### src/rtl/router_fsm_ctrl_n.sv
// Packet sequencing FSM for a 1xNUM_PORTS router: header decode, load/parity sequencing, source throttling.
// Optional macro ROUTER_STATS_EN adds saturating routed/dropped packet counters.
module router_fsm_ctrl_n #(
    parameter int unsigned NUM_PORTS = 3,
    parameter int unsigned ADDR_W    = 2
) (
    input  logic                 clk,
    input  logic                 rst,
    input  logic                 pkt_valid,
    input  logic [ADDR_W-1:0]    din,
    input  logic [NUM_PORTS-1:0] fifo_full,
    input  logic [NUM_PORTS-1:0] fifo_empty,
    input  logic [NUM_PORTS-1:0] soft_rst,
    input  logic                 parity_done,
    input  logic                 low_pkt_valid,
    output logic                 wr_en_reg,
    output logic                 detect_addr,
    output logic                 lfd_state,
    output logic                 ld_state,
    output logic                 laf_state,
    output logic                 full_state,
    output logic                 rst_int_reg,
    output logic                 drop_state,
    output logic                 busy,
    output logic [NUM_PORTS-1:0] dest_sel,
    output logic [15:0]          pkt_count,
    output logic [15:0]          drop_count
);

    typedef enum logic [3:0] {
        DA   = 4'd0,
        LFD  = 4'd1,
        LD   = 4'd2,
        WTE  = 4'd3,
        CPE  = 4'd4,
        LP   = 4'd5,
        FFS  = 4'd6,
        LAF  = 4'd7,
        DROP = 4'd8
    } state_t;

    state_t              state, state_nxt;
    logic [ADDR_W-1:0]   dest_q, dest_nxt;
    logic [NUM_PORTS-1:0] dest_hit, din_hit, nxt_hit;
    logic                full_sel, empty_sel, soft_sel, empty_din, addr_ok;

    // Per-port match vectors replace variable indexing into the flag buses.
    for (genvar g = 0; g < NUM_PORTS; g++) begin : g_match
        assign dest_hit[g] = (dest_q   == ADDR_W'(g));
        assign din_hit[g]  = (din      == ADDR_W'(g));
        assign nxt_hit[g]  = (dest_nxt == ADDR_W'(g));
    end

    assign full_sel  = |(fifo_full  & dest_hit);
    assign empty_sel = |(fifo_empty & dest_hit);
    assign soft_sel  = |(soft_rst   & dest_hit);
    assign empty_din = |(fifo_empty & din_hit);
    assign addr_ok   = |din_hit;

    // Next-state logic; a soft reset of the latched port aborts any in-flight packet.
    always_comb begin
        state_nxt = state;
        dest_nxt  = dest_q;
        if (state != DA && state != DROP && soft_sel) begin
            state_nxt = DA;
        end else begin
            case (state)
                DA: begin
                    if (pkt_valid) begin
                        dest_nxt = din;
                        if (!addr_ok)       state_nxt = DROP;
                        else if (empty_din) state_nxt = LFD;
                        else                state_nxt = WTE;
                    end
                end
                WTE:  if (empty_sel) state_nxt = LFD;
                LFD:  state_nxt = LD;
                LD: begin
                    if (full_sel)        state_nxt = FFS;
                    else if (!pkt_valid) state_nxt = LP;
                end
                FFS:  if (!full_sel) state_nxt = LAF;
                LAF: begin
                    if (parity_done)        state_nxt = DA;
                    else if (low_pkt_valid) state_nxt = LP;
                    else                    state_nxt = LD;
                end
                LP:   state_nxt = CPE;
                CPE:  state_nxt = full_sel ? FFS : DA;
                DROP: if (!pkt_valid) state_nxt = DA;
                default: state_nxt = DA;
            endcase
        end
    end

    // State register with outputs decoded from the next state, so they align with the state.
    always_ff @(posedge clk) begin
        if (rst) begin
            state       <= DA;
            dest_q      <= '0;
            detect_addr <= 1'b1;
            lfd_state   <= 1'b0;
            ld_state    <= 1'b0;
            laf_state   <= 1'b0;
            full_state  <= 1'b0;
            drop_state  <= 1'b0;
            wr_en_reg   <= 1'b0;
            rst_int_reg <= 1'b0;
            busy        <= 1'b0;
            dest_sel    <= '0;
        end else begin
            state       <= state_nxt;
            dest_q      <= dest_nxt;
            detect_addr <= (state_nxt == DA);
            lfd_state   <= (state_nxt == LFD);
            ld_state    <= (state_nxt == LD);
            laf_state   <= (state_nxt == LAF);
            full_state  <= (state_nxt == FFS);
            drop_state  <= (state_nxt == DROP);
            wr_en_reg   <= (state_nxt == LD) || (state_nxt == LP) || (state_nxt == LAF);
            rst_int_reg <= (state_nxt == CPE);
            busy        <= (state_nxt == LFD) || (state_nxt == WTE) || (state_nxt == FFS) ||
                           (state_nxt == LAF) || (state_nxt == LP)  || (state_nxt == CPE);
            dest_sel    <= (state_nxt != DA && state_nxt != DROP) ? nxt_hit : '0;
        end
    end

`ifdef ROUTER_STATS_EN
    logic pkt_inc, drop_inc;

    assign pkt_inc  = (state == LP)   && (state_nxt == CPE);
    assign drop_inc = (state == DROP) && (state_nxt == DA);

    // Saturating statistics; only the hard reset clears them.
    always_ff @(posedge clk) begin
        if (rst) begin
            pkt_count  <= 16'h0000;
            drop_count <= 16'h0000;
        end else begin
            if (pkt_inc && pkt_count != 16'hFFFF)   pkt_count  <= pkt_count + 16'd1;
            if (drop_inc && drop_count != 16'hFFFF) drop_count <= drop_count + 16'd1;
        end
    end
`else
    assign pkt_count  = 16'h0000;
    assign drop_count = 16'h0000;
`endif

endmodule
### config.mk
export PLATFORM = sky130hd
export DESIGN_NAME = router_fsm_ctrl_n
export DESIGN_NICKNAME = d
export VERILOG_FILES = /design/src/rtl/router_fsm_ctrl_n.sv
export SDC_FILE = /design/constraint.sdc
export NUM_CORES = 1
export LEC_CHECK = 0
export CAP_MARGIN = 20
export CELL_PAD_IN_SITES_DETAIL_PLACEMENT = 1
export CELL_PAD_IN_SITES_GLOBAL_PLACEMENT = 2
export CORE_MARGIN = 2
export CORE_UTILIZATION = 20
export CTS_CLUSTER_SIZE = 16
export DETAILED_ROUTE_END_ITERATION = 8
export PLACE_DENSITY_LB_ADDON = 0.1
export SYNTH_ARGS = -nofsm -noshare
export SYNTH_HDL_FRONTEND = slang
export SYNTH_SLANG_ARGS = --single-unit
### constraint.sdc
create_clock -name clk -period 1.85 [get_ports clk]
set_clock_uncertainty 0.1 [all_clocks]
set_input_delay 0.37 -clock clk [delete_from_list [all_inputs] [get_ports clk]]
set_output_delay 0.37 -clock clk [all_outputs]
set_load 0.05 [all_outputs]
# After elaboration in Yosys (flattened, before gate mapping)
# Index checks and enable logic that the tools add are counted.
# classes
addsub	0
multipliers	0
n_div	0
n_lt_le_gt_ge	0
eq_ne	24
shifts	0
n_mux	16
n_bitwise	5
n_reduce_logical	23
# op_table
operator	count
$pmux W4 S9	1
$eq A4 B3 Y1 const B	8
$mux W4	8
$eq A4 B2 Y1 const B	4
$reduce_or A3 Y1	5
$and A3 B3 Y3	4
$mux W3	3
$eq A4 B1 Y1 const B	2
$eq A4 B4 Y1 const B	2
$logic_not A4 Y1	2
$mux W2	4
$ne A4 B4 Y1 const B	2
$reduce_bool A4 Y1	2
$logic_or A1 B1 Y1	7
$eq A2 B1 Y1 const B	3
$eq A2 B2 Y1 const B	3
$logic_not A2 Y1	3
$logic_and A1 B1 Y1	3
$reduce_or A2 Y1	1
$not A1 Y1	1
# totals
regBits	18
latchBits	0
mem_bits_rw	0
mem_bits_ro	0
memories	0

# Longest topological paths before layout
# logic_depth
depth_word	14
mapped_depth	7
mapped_depth_nobuf	5

# Least setup slack after synthesis
# OpenSTA, ideal clock, no wires.
# synth_timing
path_kind	register -> register
start	reg state[3]
end	reg wr_en_reg
setup_time_ps	84
arrival_ps	1666
required_ps	1666
slack_ps	0
path_stages_with_launch	8
path_buffers	2
synth_period_minus_slack_ps	1850
cell_sequence	dfxtp_1 buf_4 nor2_4 and3_4 buf_6 a221o_1 a311o_1 o31ai_2
# synth_between
elab_chain_len	7
word_cells_on_any_way	26
cone_classes	eq/ne: 12; mux: 8; reduce/logical: 6
# synth_lines
item	line_no	rtl
from (decl)	42	state_t state, state_nxt;
from (signal assigned)	112	state <= state_nxt;
$mux W4, or another cell as far along	80	else if (!pkt_valid) state_nxt = LP;
$mux W4 or $logic_and A1 B1 Y1 (tied branches)	79, 64	
$pmux W4 S9 or $logic_and A1 B1 Y1 (tied branches)	67, 64	
$mux W4 (*)	64	if (state != DA && state != DROP && soft_sel) begin
$eq A4 B2 Y1 or $eq A4 B3 Y1 (tied branches)	120	wr_en_reg <= (state_nxt == LD) || (state_nxt == LP) || (state_nxt == LAF);
$logic_or A1 B1 Y1	120	
$logic_or A1 B1 Y1 (*)	120	
to (signal assigned)	120	
to (decl)	16	output logic wr_en_reg,
# Every way passes the cells marked *; elsewhere a longest branch is shown, timed or not.
# A chain may end at the register's enable or synchronous reset.

# Worst setup path in the final report
# layout_timing
start	in pkt_valid
end	reg wr_en_reg
# layout_between
elab_chain_len	7
word_cells_on_any_way	11
cone_classes	eq/ne: 3; mux: 6; reduce/logical: 2
# layout_lines
item	line_no	rtl
from (decl)	9	input logic pkt_valid,
$mux W4	80	
$mux W4	79	if (full_sel) state_nxt = FFS;
$pmux W4 S9 (*)	67	case (state)
$mux W4 (*)	64	
$eq A4 B2 Y1 or $eq A4 B3 Y1 (tied branches)	120	
$logic_or A1 B1 Y1	120	
$logic_or A1 B1 Y1 (*)	120	
# Marked as above.

==> results by group <==
Status
  – Status: finished, violations left
  – Failing checks: setup timing

Global routing
  – Initial antenna violation count: 0
  – Total congestion overflow: 0
  – First-pass GRT wire length: 5400 µm
  – Grt peak-use layer: met2
  – Pin count of the biggest net entering global routing: 11
  – Met2 Usage GRT: 0.190
  – Met1 usage: 0.126
  – Global Route Usage Sum: 0.105
  – Vias in the first global route: 1,143
  – Met3 Use GR: 0.0187

Synthesis
  – Most used DFF post-synth: dfxtp_1
  – Syn avg cell area: 8.86 µm²
  – Post-synthesis cell count: 136
  – Mapped Area: 1200 µm²
  – Sequential-to-total area share from yosys stat: 0.299
  – Post-synth top area cell: dfxtp_1
  – Top post-synthesis cells by area: dfxtp_1, buf_4, mux2i_1, buf_6, nor2_1
  – Most frequent cell after synthesis: buf_4
  – Yosys warning count: 0
  – Post-synth EDFFs: 0
  – Count of different cell masters after synthesis: 45
  – Post-synth ARST share: 0
  – Area share of the largest cell type after synthesis: 0.299
  – #FFs+latches synth: 18
  – Post-synth top cells: buf_4, dfxtp_1, nor2_1

Detailed routing
  – DRT Pass-1 Iters: 4
  – Drt via density: 3.97
  – Detail Route Antenna Nets: 0
  – DR WL/cell: 12.2 µm
  – DRC viols: 0
  – DR vias: 1,071
  – Iteration-0 DRC Markers: 29
  – Post-Route WL: 3290 µm

Power and ir drop
  – Switching part of the total power: 0.442
  – Sequential share of power: 0.237
  – Leak: 0.808 nW
  – Total power: 2.27 mW
  – Gate power share: 0.622
  – Internal Dissipation: 1.27 mW
  – Clock power share: 0.141
  – Max VDD drop: 0.477 mV
  – Pwr dens: 1250 nW/µm²
  – Switching Power: 1.00 mW

Layout
  – Reg with most FFs: state
  – Seq. cell area: 372 µm²
  – Top Registers: state x4, dest_sel x3, dest_q x2
  – Fill count: 711
  – Multi-input logic area: 771 µm²
  – Share of cells above drive strength 1: 0.456
  – Total Nets Final: 212
  – Ant diodes: 0
  – Layout area overhead: 51.2%
  – Max reg flops: 4

Clock tree
  – CTS root buffer: clkbuf_8
  – CTS Buf Count: 3
  – Clock Latency Late Sink: 0.25 ns
  – Hold Buf Count CTS: 0
  – Clock Path Buffers: 2
  – CTS H-tree depth: 1
  – CTS clk-pin slew, worst paths: 0.07 ns
  – Clock sink total: 18
  – CTS tree: done

Setup path
  – Crit start category: primary input
  – Worst Path Max Fanout: 6
  – Crit path cell chain: dlygate4sd2_1, buf_4, and3_4, a221o_1, a311o_1, o31ai_2
  – Crit. End Element: flop
  – Critical Path AT: 1.93 ns
  – CP required: 1.93 ns
  – Worst stage delay on the critical path: 0.44 ns
  – Critical path type: in2reg
  – CP max-delay cell: a221o_1

STA
  – Final setup viols: 1
  – Fin. Hold Viols: 0
  – Setup TNS: -0.00841 ns
  – Achievable Freq: 538 MHz
  – Setup WS post-layout: -0.00841 ns
  – Final period util: 1.00
  – Fin. max-slew vios: 0
  – Post-route minimum period: 1.86 ns
  – RSZ-0062 raised after global routing: yes

Job
  – Number of max-cap violations: 0

Place
  – Port Buffers: 27
  – Sum of net half-perimeters after detailed placement: 2590 µm
  – Routability cong.: 0.770
  – Pre-CTS WS: -0.486 ns

Die
  – Chip Width: 81.6 µm
  – Initial core utilization: 0.205
  – Row count: 28
  – Core Region: 5890 µm²
  – DIE AREA: 6660 µm²
  – DIE HEIGHT: 81.6 µm
  – # IOs: 60

Min path
  – Worst Hold Class: in2reg
## cell usage in the layout (no fill, tap or decap), types with 3 or more instances in the layout
cell              n
buf_4            46
conb_1           32
dfxtp_1          13
clkdlybuf4s50_1   9
nor2_1            8
inv_1             6
dlygate4sd2_1     6
nand2_1           5
mux2i_1           4
clkbuf_8          4
nand3b_1          3
dfxtp_2           3
## final cells by class
| cell class | instances | area share |
|---|---|---|
| Clock buffer | 4 | 0.0302 |
| Inverter | 6 | 0.0124 |
| Multi-Input combinational cell | 105 | 0.423 |
| Timing Repair Buffer | 62 | 0.279 |
| Tap cell | 75 | 0.0515 |
| Sequential cell | 18 | 0.204 |
## cells by family after synthesis
group | count (synthesis) | synth area share
xor+xnor | 1 | 0.00727
buf+inv | 44 | 0.272
flops | 18 | 0.299
other cells | 1 | 0.00311
mux | 6 | 0.0509
compound gates | 24 | 0.158
simple gates | 42 | 0.210
## power groups by stage
stage / sequential, mW / clock (mW) / combinational (mW)
global route: 0.553 / 0.356 / 1.52
finish: 0.537 / 0.321 / 1.41
CTS: 0.536 / 0.331 / 1.35
detailed placement: 0.537 / 0 / 1.23
floorplan: 0.708 / 0 / 0.663
global placement: 0.536 / 0 / 1.23
## final timing paths
kind                            slack, ns                  from  depth (start not counted)                   end
worst max-delay path               -0.008             pkt_valid                          6  wr_en_reg$_SDFF_PP0_
worst min-delay path                 0.67                din[0]                          5  dest_q[0]$_SDFF_PP0_
worst max register to register       0.02  dest_q[0]$_SDFF_PP0_                          5  wr_en_reg$_SDFF_PP0_
worst min register to register       0.70  dest_q[1]$_SDFF_PP0_                          4  dest_q[1]$_SDFF_PP0_
## repair_timing
item,in CTS,in global routing
pin swaps,13,6
setup endpoints to repair,15,11
resized for setup,28,10
buffers inserted,3,2
cloned,0,0
## worst max-delay path: cells and delay by family
kind,cells,cell delay [ns]
simple gates,1,0.14
compound gates,3,0.99
buf+inv,2,0.43
## metrics by stage
step                instances   util  area, µm²  hold WS [ns]
floorplan                 167      -       1320         0.470
global placement          261  0.270       1590         0.677
finish                    270  0.310       1820         0.675
CTS                       268  0.297       1750         0.676
detailed placement        261  0.270       1590         0.691
global route              270  0.310       1820         0.721
## layer usage
metal / routed length (µm) / up-vias
met5: 0 / -
met4: 12 / 0
met3: 128 / 2
met2: 1760 / 32
met1: 1400 / 515
li1: - / 522
No activity file was read; power rests on OpenSTA's default activity.
